### src/rtl/fetch_controller_pkg.sv
// Shared types and constants for the instruction fetch front end.
package fetch_controller_pkg;

    typedef enum logic [1:0] {
        ST_BOOT  = 2'd0,
        ST_RUN   = 2'd1,
        ST_DRAIN = 2'd2,
        ST_HALT  = 2'd3
    } fetch_state_e;

    localparam logic [31:0] DEF_RESET_PC = 32'h0000_0000;
    localparam logic [31:0] FETCH_INC    = 32'h0000_0004;

endpackage

### src/rtl/fetch_controller_buffer.sv
// Circular FIFO of {pc, instr} pairs between fetch and decode.
module fetch_buffer #(
    parameter int DEPTH = 2
) (
    input  logic        clk,
    input  logic        reset,
    input  logic        push_i,
    input  logic [31:0] push_pc_i,
    input  logic [31:0] push_instr_i,
    input  logic        pop_i,
    input  logic        flush_i,
    output logic        full_o,
    output logic        empty_o,
    output logic        last_o,
    output logic [31:0] head_pc_o,
    output logic [31:0] head_instr_o
);
    localparam int PW = (DEPTH > 1) ? $clog2(DEPTH) : 1;
    localparam int CW = $clog2(DEPTH + 1);

    logic [PW-1:0] wptr_q, rptr_q;
    logic [CW-1:0] cnt_q;
    logic [31:0]   pc_mem_q    [DEPTH];
    logic [31:0]   instr_mem_q [DEPTH];
    logic          do_push, do_pop;

    assign full_o  = (cnt_q == CW'(DEPTH));
    assign empty_o = (cnt_q == '0);
    assign last_o  = (cnt_q == CW'(1));
    assign do_pop  = pop_i && !empty_o;
    // A pop frees the slot this cycle, so a full buffer can still accept.
    assign do_push = push_i && (!full_o || do_pop);

    always_ff @(posedge clk or posedge reset) begin
        if (reset) begin
            wptr_q <= '0;
            rptr_q <= '0;
            cnt_q  <= '0;
        end else if (flush_i) begin
            wptr_q <= '0;
            rptr_q <= '0;
            cnt_q  <= '0;
        end else begin
            if (do_push) wptr_q <= wptr_q + PW'(1);
            if (do_pop)  rptr_q <= rptr_q + PW'(1);
            if (do_push && !do_pop)      cnt_q <= cnt_q + CW'(1);
            else if (do_pop && !do_push) cnt_q <= cnt_q - CW'(1);
        end
    end

    always_ff @(posedge clk) begin
        if (do_push && !flush_i) begin
            pc_mem_q[wptr_q]    <= push_pc_i;
            instr_mem_q[wptr_q] <= push_instr_i;
        end
    end

    // Storage is not reset; gating on empty keeps the head at zero instead.
    assign head_pc_o    = empty_o ? 32'h0 : pc_mem_q[rptr_q];
    assign head_instr_o = empty_o ? 32'h0 : instr_mem_q[rptr_q];

endmodule

### src/rtl/fetch_controller.sv
// Fetch sequencer: walks fetch_pc through instruction memory, handles redirects and halting.
module fetch_controller
    import fetch_controller_pkg::*;
#(
    parameter logic [31:0] RESET_PC  = DEF_RESET_PC,
    parameter int          MEM_BYTES = 109,
    parameter int          BUF_DEPTH = 2
) (
    input  logic        clk,
    input  logic        reset,
    output logic [31:0] imem_addr,
    input  logic [31:0] imem_rdata,
    input  logic        redirect_valid,
    input  logic [31:0] redirect_pc,
    output logic        out_valid,
    input  logic        out_ready,
    output logic [31:0] out_instr,
    output logic [31:0] out_pc,
    output logic        halted,
    output logic        misalign_err
);
    fetch_state_e state_q, state_d;
    logic [31:0]  fetch_pc_q, fetch_pc_d;
    logic         misalign_q, misalign_d;
    logic         push, flush, pop;
    logic         buf_full, buf_empty, buf_last;
    logic [32:0]  word_end;
    logic         at_end;

    // Widened so a fetch_pc near 2^32 cannot wrap past the bound check.
    assign word_end = {1'b0, fetch_pc_q} + 33'd3;
    assign at_end   = (word_end > 33'(MEM_BYTES - 1));
    assign pop      = out_valid && out_ready;

    always_ff @(posedge clk or posedge reset) begin
        if (reset) begin
            state_q    <= ST_BOOT;
            fetch_pc_q <= RESET_PC;
            misalign_q <= 1'b0;
        end else begin
            state_q    <= state_d;
            fetch_pc_q <= fetch_pc_d;
            misalign_q <= misalign_d;
        end
    end

    always_comb begin
        state_d    = state_q;
        fetch_pc_d = fetch_pc_q;
        misalign_d = misalign_q;
        push       = 1'b0;
        flush      = 1'b0;
        if (state_q == ST_BOOT) begin
            state_d = ST_RUN;
        end else if (redirect_valid) begin
            flush = 1'b1;
            if (redirect_pc[1:0] == 2'b00) begin
                fetch_pc_d = redirect_pc;
                state_d    = ST_RUN;
            end else begin
                misalign_d = 1'b1;
                state_d    = ST_HALT;
            end
        end else begin
            case (state_q)
                ST_RUN: begin
                    if (at_end) begin
                        state_d = ST_DRAIN;
                    end else if (!buf_full || pop) begin
                        push       = 1'b1;
                        fetch_pc_d = fetch_pc_q + FETCH_INC;
                    end
                end
                ST_DRAIN: begin
                    if (buf_empty || (buf_last && pop)) state_d = ST_HALT;
                end
                default: ;
            endcase
        end
    end

    fetch_buffer #(.DEPTH(BUF_DEPTH)) u_buf (
        .clk          (clk),
        .reset        (reset),
        .push_i       (push),
        .push_pc_i    (fetch_pc_q),
        .push_instr_i (imem_rdata),
        .pop_i        (pop),
        .flush_i      (flush),
        .full_o       (buf_full),
        .empty_o      (buf_empty),
        .last_o       (buf_last),
        .head_pc_o    (out_pc),
        .head_instr_o (out_instr)
    );

    assign imem_addr    = fetch_pc_q;
    assign out_valid    = !buf_empty;
    assign halted       = (state_q == ST_HALT);
    assign misalign_err = misalign_q;

endmodule

### config.mk
export PLATFORM = sky130hd
export DESIGN_NAME = fetch_controller
export DESIGN_NICKNAME = d
export VERILOG_FILES = /design/src/rtl/fetch_controller_pkg.sv /design/src/rtl/fetch_controller_buffer.sv /design/src/rtl/fetch_controller.sv
export SDC_FILE = /design/constraint.sdc
export NUM_CORES = 1
export LEC_CHECK = 0
export CAP_MARGIN = 20
export CELL_PAD_IN_SITES_DETAIL_PLACEMENT = 1
export CELL_PAD_IN_SITES_GLOBAL_PLACEMENT = 2
export CORE_MARGIN = 2
export CORE_UTILIZATION = 37
export DETAILED_ROUTE_END_ITERATION = 10
export PLACE_DENSITY = 0.9
export SYNTH_ARGS = -nofsm -noshare
export SYNTH_HDL_FRONTEND = slang
export SYNTH_SLANG_ARGS = --single-unit
### constraint.sdc
create_clock -name clk -period 12.75 [get_ports clk]
set_clock_uncertainty 0.1 [all_clocks]
set_input_delay 3.1875 -clock clk [delete_from_list [all_inputs] [get_ports clk]]
set_output_delay 3.1875 -clock clk [all_outputs]
set_load 0.05 [all_outputs]
Word level (Yosys, flattened, before mapping) --
Memories as Yosys holds them, arrays and structs flattened. Index checks and enable logic that the tools add are counted.
Storage, ports and cells: input port bits 68, logic and storage cells 82, output and inout bits 99, register bits after elaboration 39, memories kept 2, memory bits (writable) 128
Memories:
- u_buf.instr_mem_q | depth 2, bits a word 32, read ports 1, clocked after Yosys merged registers in 0, write ports 1, line fetch_controller_buffer.sv:24 | logic [31:0] instr_mem_q [DEPTH];
- u_buf.pc_mem_q | depth 2, bits a word 32, read ports 1, clocked after Yosys merged registers in 0, write ports 1, line fetch_controller_buffer.sv:23 | logic [31:0] pc_mem_q [DEPTH];
Cells by class: equality and inequality tests 9, reduce and logical (&&, ||, !) cells 27, add/sub/neg operators 6, bitwise gates (word level) 2, multiplexer cells 29, $lt $le $gt $ge 1
Operators with widths (count):
- $mux 32 | 7
- $add 32x2->33 const B | 1
- $gt 33x7->1 const B | 1
- $add 32x3->32 const B | 1
- $mux 2 | 8
- $mux 1 | 13
- $ne 4x4->1 const B | 2
- $reduce_bool 2->1 | 4
- $logic_and 1x1->1 | 7
- $eq 2x2->1 const B | 3
- $logic_not 2->1 | 3
- $reduce_and 3->1 | 2
- $logic_not 1->1 | 5
- $reduce_and 5->1 | 1
- $eq 2x1->1 const B | 2
- $pmux 2 s2 | 1
- $reduce_bool 4->1 | 1
- $logic_or 1x1->1 | 3
- $reduce_bool 3->1 | 1
- $add 1x1->1 const B | 2
- $add 2x1->2 const B | 1
- $ne 2x1->1 const B | 1
- $ne 2x2->1 const B | 1
- $not 1->1 | 2
- $sub 2x1->2 const B | 1

Depth between registers and ports, before layout --
Gate-level depths: netlist of the first run.
depth after elaboration 15, gate-level depth with buffers 11

By module --
A second synthesis of the first run with hierarchy kept.
Unflattened totals: cells, all modules 698, area total of the unflattened synthesis 8071.5 um^2
By module, submodules not included:
- fetch_buffer | area an instance 5141.2 um^2, cells each 303, times used 1
- fetch_controller | area an instance 2930.3 um^2, cells each 395, times used 1

Worst setup path after synthesis of the first run --
Ideal clock, no wire load.
path kind input-to-reg, start point input port out_ready, end point memory u_buf.instr_mem_q[0][0], enable pin, setup slack 5165 ps, buffers on the path 0, stages on the path 6, arrival time 6990 ps, cells stage by stage nand2_1 -> a21boi_0 -> nand2_1 -> nor4bb_1 -> and2_1 -> nor2b_1
Between the ends: word-level cells in the longest chain between the ends 11, elaborated cells on any way between the ends 13
RTL lines:
- start: declaration | line fetch_controller.sv:16 | input logic out_ready,
- $logic_and 1x1->1 (*) | line fetch_controller.sv:33 | assign pop = out_valid && out_ready;
- $logic_or 1x1->1 | line fetch_controller.sv:69 | end else if (!buf_full || pop) begin
- $mux 1 | line fetch_controller.sv:69
- $mux 1 | line fetch_controller.sv:67 | if (at_end) begin
- $mux 1 | line fetch_controller.sv:65 | case (state_q)
- $mux 1 | line fetch_controller.sv:55 | end else if (redirect_valid) begin
- $mux 1 | line fetch_controller.sv:53 | if (state_q == ST_BOOT) begin
- $logic_and 1x1->1 (*) | line fetch_controller_buffer.sv:32 | assign do_push = push_i && (!full_o || do_pop);
- $logic_and 1x1->1 (*) | line fetch_controller_buffer.sv:52 | if (do_push && !flush_i) begin
- $mux 1 (*) | line fetch_controller_buffer.sv:52
- $mux 1 (implied by the code) (*) | line fetch_controller_buffer.sv:54 | instr_mem_q[wptr_q] <= push_instr_i;
- end: declaration | line fetch_controller_buffer.sv:24
Mark *: on every way between the ends. The rest lies on a longest branch, timed or not.

Worst setup path in the final report of the first run --
start point register u_buf.rptr_q, end point output port out_pc[7]
Between the ends: word-level cells in the longest chain between the ends 2
RTL lines:
- start: declaration | line fetch_controller_buffer.sv:21 | logic [PW-1:0] wptr_q, rptr_q;
- start signal: assignment | line fetch_controller_buffer.sv:45 | if (do_pop) rptr_q <= rptr_q + PW'(1);
- $mem_v2 2x32
- $mux 32 | line fetch_controller_buffer.sv:59 | assign head_pc_o = empty_o ? 32'h0 : pc_mem_q[rptr_q];
- end: declaration | line fetch_controller.sv:18 | output logic [31:0] out_pc,
No other way between the ends.

==> results of run 1 <==
[worst paths after layout]
path	from	end	slack, ns	cells after the start
max	u_buf.rptr_q$_DFFE_PP0P_	out_pc[7]	6.44	4
min	misalign_err$_DFFE_PP0P_	misalign_err$_DFFE_PP0P_	0.38	1
max reg2reg	imem_addr[2]$_DFFE_PP0P_	u_buf.pc_mem_q[0][19]$_DFFE_PP_	7.86	10
min reg2reg	misalign_err$_DFFE_PP0P_	misalign_err$_DFFE_PP0P_	0.38	1
max in group asynchronous	reset	u_buf.rptr_q$_DFFE_PP0P_	8.67	2
min in group asynchronous	reset	imem_addr[12]$_DFFE_PP0P_	3.19	2
[area by class of cell]
cell class                 count  share of cell area
clock inverter                14             0.01556
clock buffer                  18             0.04137
multi-input combinational    402              0.2754
tap                          275             0.03317
inverter                      18            0.006513
timing repair buffer         170              0.1631
sequential                   167              0.4650
[placed cells by master (no fill, tap or decap), drive strengths merged, types with 5 or more instances in the layout]
cell type        n
and2             6
o22a             5
inv             24
edfxtp         128
dfrtp           39
a31oi            5
nor4             9
clkbuf          18
and3             5
nor3            16
and4             6
nand2           32
nor2            81
mux2i           66
a21oi            9
o21ai           17
nand3           18
xnor2            9
clkdlybuf4s50  166
nand4           22
ha               9
mux2            16
[power by group through the flow]
stage	clock network (W)	registers, W	logic, W
after global placement	0	0.000780	0.000646
after floorplan	0	0.000835	0.000358
after CTS	0.000525	0.000773	0.000661
final	0.000513	0.000775	0.000655
after global routing	0.000546	0.000787	0.000695
after detailed placement	0	0.000785	0.000656
[worst max-delay path, delay by kind of cell (launching register included)]
family / cells / cell delay, ns
multiplexers: 1 / 0.19
flip-flops: 1 / 0.60
buffers and inverters: 2 / 1.57
AND/OR/NAND/NOR: 1 / 0.15
[flip-flops by register name, indices dropped and copies added, names as in the netlist]
register           flops
u_buf.cnt_q            2
imem_addr             32
u_buf.pc_mem_q        64
misalign_err           1
u_buf.wptr_q           1
u_buf.instr_mem_q     64
u_buf.rptr_q           1
state_q                2
[cells in the mapped netlist (14+ instances only)]
cell / n / share of area
inv_1: 17 / 0.0081
nor3_1: 15 / 0.0095
nand2_1: 32 / 0.015
edfxtp_1: 128 / 0.49
dfrtp_1: 39 / 0.12
nand3_1: 17 / 0.011
nor2_1: 81 / 0.039
clkbuf_1: 19 / 0.0091
mux2i_1: 66 / 0.084
nand4_1: 19 / 0.015
mux2_2: 15 / 0.021
o21ai_0: 14 / 0.0089
[metal layers]
layer / part of all wire / vias up / track usage
met5: 0 / - / 0
met3: 0.048 / 26 / 0.03750
met4: 0.013 / 0 / 0.05047
li1: - / 2655 / -
met1: 0.46 / 2868 / 0.2636
met2: 0.48 / 173 / 0.3285
[through the flow]
stage | hold WS [ns] | total power (W) | setup slack (ns)
global route | 0.4034 | 0.002028 | 6.283
CTS | 0.3831 | 0.001958 | 6.397
global placement | 0.3543 | 0.001426 | 6.173
detailed placement | 0.3602 | 0.001441 | 6.084
finish | 0.3770 | 0.001943 | 6.439
floorplan | 0.4081 | 0.001193 | 5.165
[kinds of logic (layout without fill, tap and decap cells)]
| group | after synthesis | count (layout) |
|---|---|---|
| AND/OR/NAND/NOR | 221 | 221 |
| flip-flops | 167 | 167 |
| multiplexers | 82 | 82 |
| AO/OA/AOI/OAI | 77 | 77 |
| buffers and inverters | 54 | 220 |
| XOR/XNOR | 13 | 13 |
| adder cells (fa/ha/maj) | 9 | 9 |
==> out/results.txt, run 1 <==
outcome: finished clean
DPL Wire Length: 15.35 mm
Starting Density: 0.3760
Max VDD drop: 99.12 uV
largest family of logic cells by synthesized area: simple AND/OR/NAND/NOR gates
fin cells: 1064
count of input and output buffers: 166
core area: 0.02096 mm2
PwrDens: 187.3 mW/mm2
Core Util, Final: 0.4950
Crit-path slowest cell: clkdlybuf4s50_1
Net Count, Synth: 700
CP peak stage delay: 0.85 ns
Register Area: 0.004823 mm2
combinational fraction of design power: 0.337
post-CTS setup buffer count: 0
Post-DP Area: 0.009783 mm2
ant diodes: 0
Reg power frac: 0.399
#FFs+latches synth: 167
Post-synth EDFFs: 128
critical path startpoint category: flip-flop
post-synthesis mux area share: 0.1072
Avg Inst Size Synth: 12.65 um2
die span in y: 149.9 um
Post-Synth Simple-Gate Area: 0.1451
max-cap violation count: 0
CP Data Arrival Time: 3.02 ns
GP Congestion: 0.8064
Cell Int Power: 0.001158 W
static leakage: 3.456 nW
CTS clock-pin slew for the worst setup and hold paths: 0.07 ns
DRC: 0
via density per instance: 5.378
Ports: 167
htree depth: 4
Design Area, Final: 0.01037 mm2
Layout Nets: 853
Critical Path RT: 9.46 ns
Layout fillers: 2187
Overflow after GRT: 0
Period minus WS final: 6.311 ns
vias in the first global route: 5939
Synth Cell Area: 0.007880 mm2
Final period util: 0.4950
First DRT Iteration DRCs: 215
sequential cell area fraction in the yosys report: 0.6116
clk sink count: 167
Cell Chain, Critical Path: buf_4 -> mux2i_1 -> nor2_1 -> clkdlybuf4s50_1
Max clock buf depth: 2
Area growth syn-to-layout: 31.64%
Max Freq: 0.1585 GHz
die footprint: 0.02248 mm2
setup TNS: 0 ns
post-synthesis xor/xnor area fraction: 0.01445
Resized cells post-CTS: 0
fraction of layout cells with a size suffix above 1: 0.09506
row count: 53
TritonCTS buffer count: 17
Max-slew headroom: 0.3729
Yosys warnings: 0
Post-synth ARST share: 0.2335
RSZ-0062 raised after global routing: false
worst-margin pin slew: 0.9407 ns
worst hold path class: flip-flop to flip-flop
Clock Power Share: 0.264
multi-input logic area: 0.002856 mm2
top_reg_cell synth: edfxtp_1
Final Max Slew Viols: 0
DRT antenna net count: 0
final-report setup violation count: 0
largest net degree at the start of global routing: 65
first-pass GRT wire length: 33.63 mm
total track usage: 0.1966
Sw Pwr: 0.0007851 W
root buf cell: clkbuf_16
switching fraction of total power: 0.4041
compound-cell area share of the yosys netlist: 0.07923
WL per Instance: 20.58 um
post-synthesis cell type count: 70
worst setup path category: flip-flop to output pin
number of cells produced by synthesis: 623
drt first pass iters: 5
Via Count: 5722
crit-path max FO: 51
Final Hold Fails: 0
initial antenna violation count: 0
CTS tree: built
Post-Route WL: 21.90 mm
Clock Latency Late Sink: 0.43 ns
hold buffer count at cts: 0
crit end category: output pin
Post-Synth Adder-Cell Area: 0.01429
Die Wd: 149.9 um
cell total after placement: 1032
(Power assumes the default switching activity.)
==> run 2, diff against run 1 <==
CORE_UTILIZATION = 31   (was 37)
PLACE_DENSITY = 0.81   (was 0.9)
clock period = 5.8 ns   (was 12.75 ns; I/O delays follow)
==> run 2 against run 1 <==
Compared with the run above: total power rose by 120%; clock power up 110%; critical endpoint is now out_instr[22]; cell count rose by 5.4%; utilization shrank 7.7 points; wire length is 0.76% higher; sequential cell count unchanged; via count hardly changed; critical path depth did not move.
==> out/results.txt, run 2 (synthesized netlist as in run 1, its figures left out) <==
first-pass GRT wire length: 34.50 mm
Min Hold Slack: 0.3783 ns
hold path start: misalign_err$_DFFE_PP0P_
CP Data Arrival Time: 2.86 ns
commonest non-fill, non-tap cell in the layout: clkdlybuf4s50_1
vias in the first global route: 5947
combinational fraction of design power: 0.336
max-cap violation count: 0
drt first pass iters: 4
die span in y: 163.4 um
DRT antenna net count: 0
core area: 0.02504 mm2
Ports: 167
worst hold path class: flip-flop to flip-flop
largest net degree at the start of global routing: 65
switching fraction of total power: 0.4093
TritonCTS buffer count: 17
GP Congestion: 0.8618
setup TNS: 0 ns
Register Area: 0.004823 mm2
WL per Instance: 19.69 um
multi-input logic area: 0.002856 mm2
Final Max Slew Viols: 0
die footprint: 0.02671 mm2
WHS Endpoint: misalign_err$_DFFE_PP0P_
Reg power frac: 0.405
crit end category: output pin
static leakage: 3.476 nW
hold buffer count at cts: 0
worst-margin pin slew: 0.9536 ns
worst r2r dst: u_buf.pc_mem_q[1][10]$_DFFE_PP_
Final Power: 0.004258 W
outcome: finished clean
worst hold stages: 1
cell total after placement: 1088
DRC: 0
Critical Path RT: 4.25 ns
via density per instance: 5.101
fin cells: 1121
R2R Setup Slk: 1.50 ns
critical path startpoint category: flip-flop
Cell Int Power: 0.002515 W
row count: 58
Die Wd: 163.4 um
root buf cell: clkbuf_16
Post-Route WL: 22.07 mm
CTS clock-pin slew for the worst setup and hold paths: 0.07 ns
reg2reg start: imem_addr[2]$_DFFE_PP0P_
Max clock buf depth: 2
Period minus WS final: 4.411 ns
Max Freq: 0.2267 GHz
Max-slew headroom: 0.3643
PwrDens: 406.6 mW/mm2
worst setup path category: flip-flop to output pin
FF-to-FF path depth: 9
count of input and output buffers: 166
Starting Density: 0.3147
htree depth: 4
final-report setup violation count: 0
Layout fillers: 2617
Final Hold Fails: 0
clk sink count: 167
commonest cells after routing, fill and taps aside: clkdlybuf4s50_1, edfxtp_1, nor2_1, mux2i_1, dfrtp_1
Overflow after GRT: 0
Sw Pwr: 0.001743 W
Final period util: 0.7605
total track usage: 0.1698
pre-CTS WS: 1.247 ns
fraction of layout cells with a size suffix above 1: 0.09861
ant diodes: 0
DPL Wire Length: 14.92 mm
Resized cells post-CTS: 0
post-CTS setup buffer count: 0
CTS tree: built
First DRT Iteration DRCs: 388
Layout Nets: 855
RSZ-0062 raised after global routing: false
Area growth syn-to-layout: 32.88%
Clock Latency Late Sink: 0.43 ns
initial antenna violation count: 0
crit-path max FO: 44
Max VDD drop: 212.2 uV
Clock Power Share: 0.259
Via Count: 5718
setup ws final: 1.389 ns
==> run 2: cell types whose count changed in the layout (fill, tap and decap cells not counted) <==
cell / before / now
buf_12: 0 / 2
bufinv_16: 1 / 0
clkbuf_1: 1 / 0
clkinv_2: 0 / 1
clkinv_4: 0 / 1
clkinvlp_4: 4 / 3
inv_6: 4 / 2
inv_8: 3 / 6
==> run 2: how the worst max path moves through the flow <==
| stage | start | to | slack (ns) | depth (start not counted) |
|---|---|---|---|---|
| after global routing | imem_addr[2]$_DFFE_PP0P_ | u_buf.pc_mem_q[1][30]$_DFFE_PP_ | 1.14 | 9 |
| after detailed placement | out_ready | u_buf.instr_mem_q[1][27]$_DFFE_PP_ | 1.25 | 7 |
| final | u_buf.rptr_q$_DFFE_PP0P_ | out_instr[22] | 1.39 | 4 |
| after CTS | u_buf.cnt_q[0]$_DFFE_PP0P_ | out_pc[3] | 1.08 | 5 |
| after global placement | out_ready | u_buf.instr_mem_q[1][12]$_DFFE_PP_ | 1.30 | 7 |
| after floorplan | imem_addr[3]$_DFFE_PP0P_ | u_buf.instr_mem_q[0][0]$_DFFE_PP_ | 0.93 | 10 |
==> run 2: layout make-up <==
type / count / area share
clock inverters: 15 / 0.01470
multi-input cells: 402 / 0.2728
inverters: 18 / 0.006452
clock buffers: 17 / 0.04063
repair buffers: 172 / 0.1654
flip-flops and latches: 167 / 0.4606
well taps: 330 / 0.03943
==> run 2: through the flow <==
step                area [um2]  utilization
finish                   10470       0.4182
global placement          9872       0.3943
floorplan                 7883            -
CTS                      10450       0.4174
global route             10470       0.4182
detailed placement        9872       0.3943
==> run 2: layer usage <==
metal / GRT usage / vias to the layer above / part of all wire
li1: - / 2657 / -
met5: 0 / - / 0
met1: 0.2302 / 2875 / 0.46
met4: 0.03821 / 0 / 0.0085
met3: 0.03276 / 17 / 0.048
met2: 0.2819 / 169 / 0.48
==> run 2: power by group through the flow <==
| stage | registers (W) | logic (W) | clock network (W) |
|---|---|---|---|
| finish | 0.00172 | 0.00143 | 0.00110 |
| global route | 0.00175 | 0.00152 | 0.00118 |
| CTS | 0.00172 | 0.00144 | 0.00113 |
| detailed placement | 0.00175 | 0.00143 | 0 |
| global placement | 0.00174 | 0.00143 | 0 |
| floorplan | 0.00183 | 0.000787 | 0 |
==> run 2: worst max-delay path: stages (launching register included) <==
cell,delay (ns)
dfrtp_4,0.98
buf_4,0.37
mux2i_1,0.10
nor2_1,0.13
clkdlybuf4s50_1,0.82
==> run 3, diff against run 2 <==
clock period = 3.87 ns   (was 5.8 ns; I/O delays follow)
==> run 3 against run 2 <==
Compared with the run above: wire length grew 2.5%; final area grew 2.6%; cell count grew 2.1%; register-to-register slack lost 1.3 ns; combinational power grew 64%; global-route usage grew 0.12 points; clock-buffer cell count grew 1; sequential power grew 45%; sequential cell count is the same; critical endpoint is now out_instr[30].
==> out/results.txt, run 3 (synthesized netlist as in run 1, its figures left out) <==
Final period util: 0.9491
Overflow after GRT: 0
Final Power: 0.006540 W
critical path startpoint category: flip-flop
Starting Density: 0.3147
Core Util, Final: 0.4292
CP peak stage delay: 0.82 ns
DPL Wire Length: 16.15 mm
CP Buf/Inv Count: 2
Worst path top cell family by delay: buffers and inverters
Period minus WS final: 3.673 ns
root buf cell: clkbuf_16
worst-margin pin slew: 0.5948 ns
vias in the first global route: 5924
row count: 58
GP Congestion: 0.9291
Cell Chain, Critical Path: buf_4 -> mux2i_1 -> nor2_1 -> clkdlybuf4s50_1
Register Area: 0.004848 mm2
commonest non-fill, non-tap cell in the layout: clkdlybuf4s50_1
via density per instance: 5.038
total track usage: 0.1710
Area growth syn-to-layout: 36.38%
max-cap violation count: 0
Die Wd: 163.4 um
Layout fillers: 2641
htree depth: 4
static leakage: 3.575 nW
Final Hold Fails: 0
Layout Nets: 878
drt first pass iters: 4
Clock Latency Late Sink: 0.43 ns
hold buffer count at cts: 0
crit end category: output pin
clk sink count: 167
First DRT Iteration DRCs: 312
crit-path max FO: 23
CTS clock-pin slew for the worst setup and hold paths: 0.07 ns
CTS tree: built
pre-CTS WS: 0.2778 ns
PwrDens: 608.5 mW/mm2
post-CTS setup buffer count: 0
Final Max Slew Viols: 0
Crit-path slowest cell: clkdlybuf4s50_1
Max VDD drop: 220.8 uV
DRT antenna net count: 0
RSZ-0062 raised after global routing: false
Via Count: 5768
largest net degree at the start of global routing: 49
DRC: 0
setup TNS: 0 ns
Ports: 167
fraction of layout cells with a size suffix above 1: 0.1499
die footprint: 0.02671 mm2
CP Data Arrival Time: 2.61 ns
worst setup path category: flip-flop to output pin
first-pass GRT wire length: 34.69 mm
final-report setup violation count: 0
core area: 0.02504 mm2
Post-Route WL: 22.62 mm
Min Hold Slack: 0.3884 ns
setup ws final: 0.1971 ns
Resized cells post-CTS: 0
Critical Path RT: 2.80 ns
die span in y: 163.4 um
multi-input logic area: 0.002868 mm2
initial antenna violation count: 0
WL per Instance: 19.76 um
Max-slew headroom: 0.5998
Max clock buf depth: 2
TritonCTS buffer count: 17
outcome: finished clean
Max Freq: 0.2723 GHz
worst hold path class: flip-flop to flip-flop
commonest cells after routing, fill and taps aside: clkdlybuf4s50_1, edfxtp_1, nor2_1, mux2i_1, nand2_1
count of input and output buffers: 166
run 3: final timing paths:
kind                                                from                            endpoint  slack [ns]  cells past startpoint
worst max register to register  imem_addr[2]$_DFFE_PP0P_  u_buf.instr_mem_q[0][15]$_DFFE_PP_        0.25                     10
worst min-delay path            misalign_err$_DFFE_PP0P_            misalign_err$_DFFE_PP0P_        0.39                      1
worst min register to register  misalign_err$_DFFE_PP0P_            misalign_err$_DFFE_PP0P_        0.39                      1
max in group asynchronous                          reset           imem_addr[16]$_DFFE_PP0P_        2.15                      3
min in group asynchronous                          reset            misalign_err$_DFFE_PP0P_        0.77                      2
worst max-delay path            u_buf.rptr_q$_DFFE_PP0P_                       out_instr[30]        0.20                      4
run 3: area by class of cell:
class,count,area share
Multi-Input combinational cell,402,0.2669
Inverter,18,0.006287
Clock inverter,14,0.01525
Timing Repair Buffer,195,0.1819
Tap cell,330,0.03842
Sequential cell,167,0.4512
Antenna cell,1,0.0002329
Clock buffer,18,0.03993
run 3: through the flow:
| stage | instance area, um2 | instances |
|---|---|---|
| 2_1_floorplan | 7925 | 623 |
| 3_3_place_gp | 10150 | 1112 |
| 3_5_place_dp | 10150 | 1112 |
| 4_1_cts | 10740 | 1144 |
| 5_1_grt | 10740 | 1144 |
| 6_report | 10750 | 1145 |
run 3: routing by layer:
layer / GRT usage / vias to the layer above / part of all wire
li1: - / 2708 / -
met1: 0.2325 / 2860 / 0.45
met2: 0.2768 / 176 / 0.47
met3: 0.03657 / 24 / 0.063
met4: 0.04666 / 0 / 0.012
met5: 0 / - / 0
run 3: power by group:
part / switching [W] / total [W] / internal [W]
logic: 0.00149 / 0.00235 / 0.000855
clock network: 0.000781 / 0.00170 / 0.000918
registers: 0.000353 / 0.00249 / 0.00214
total: 0.00263 / 0.00654 / 0.00391
run 3: worst reg2reg max path, cell delays in order, from the launching register on:
cell	delay (ns)
dfrtp_2	0.50
ha_1	0.43
o21ai_2	0.21
nor4_1	0.43
nand3_1	0.15
xor2_1	0.20
a21boi_0	0.22
and4b_1	0.32
and2_1	0.21
nor2b_4	0.19
buf_4	0.33
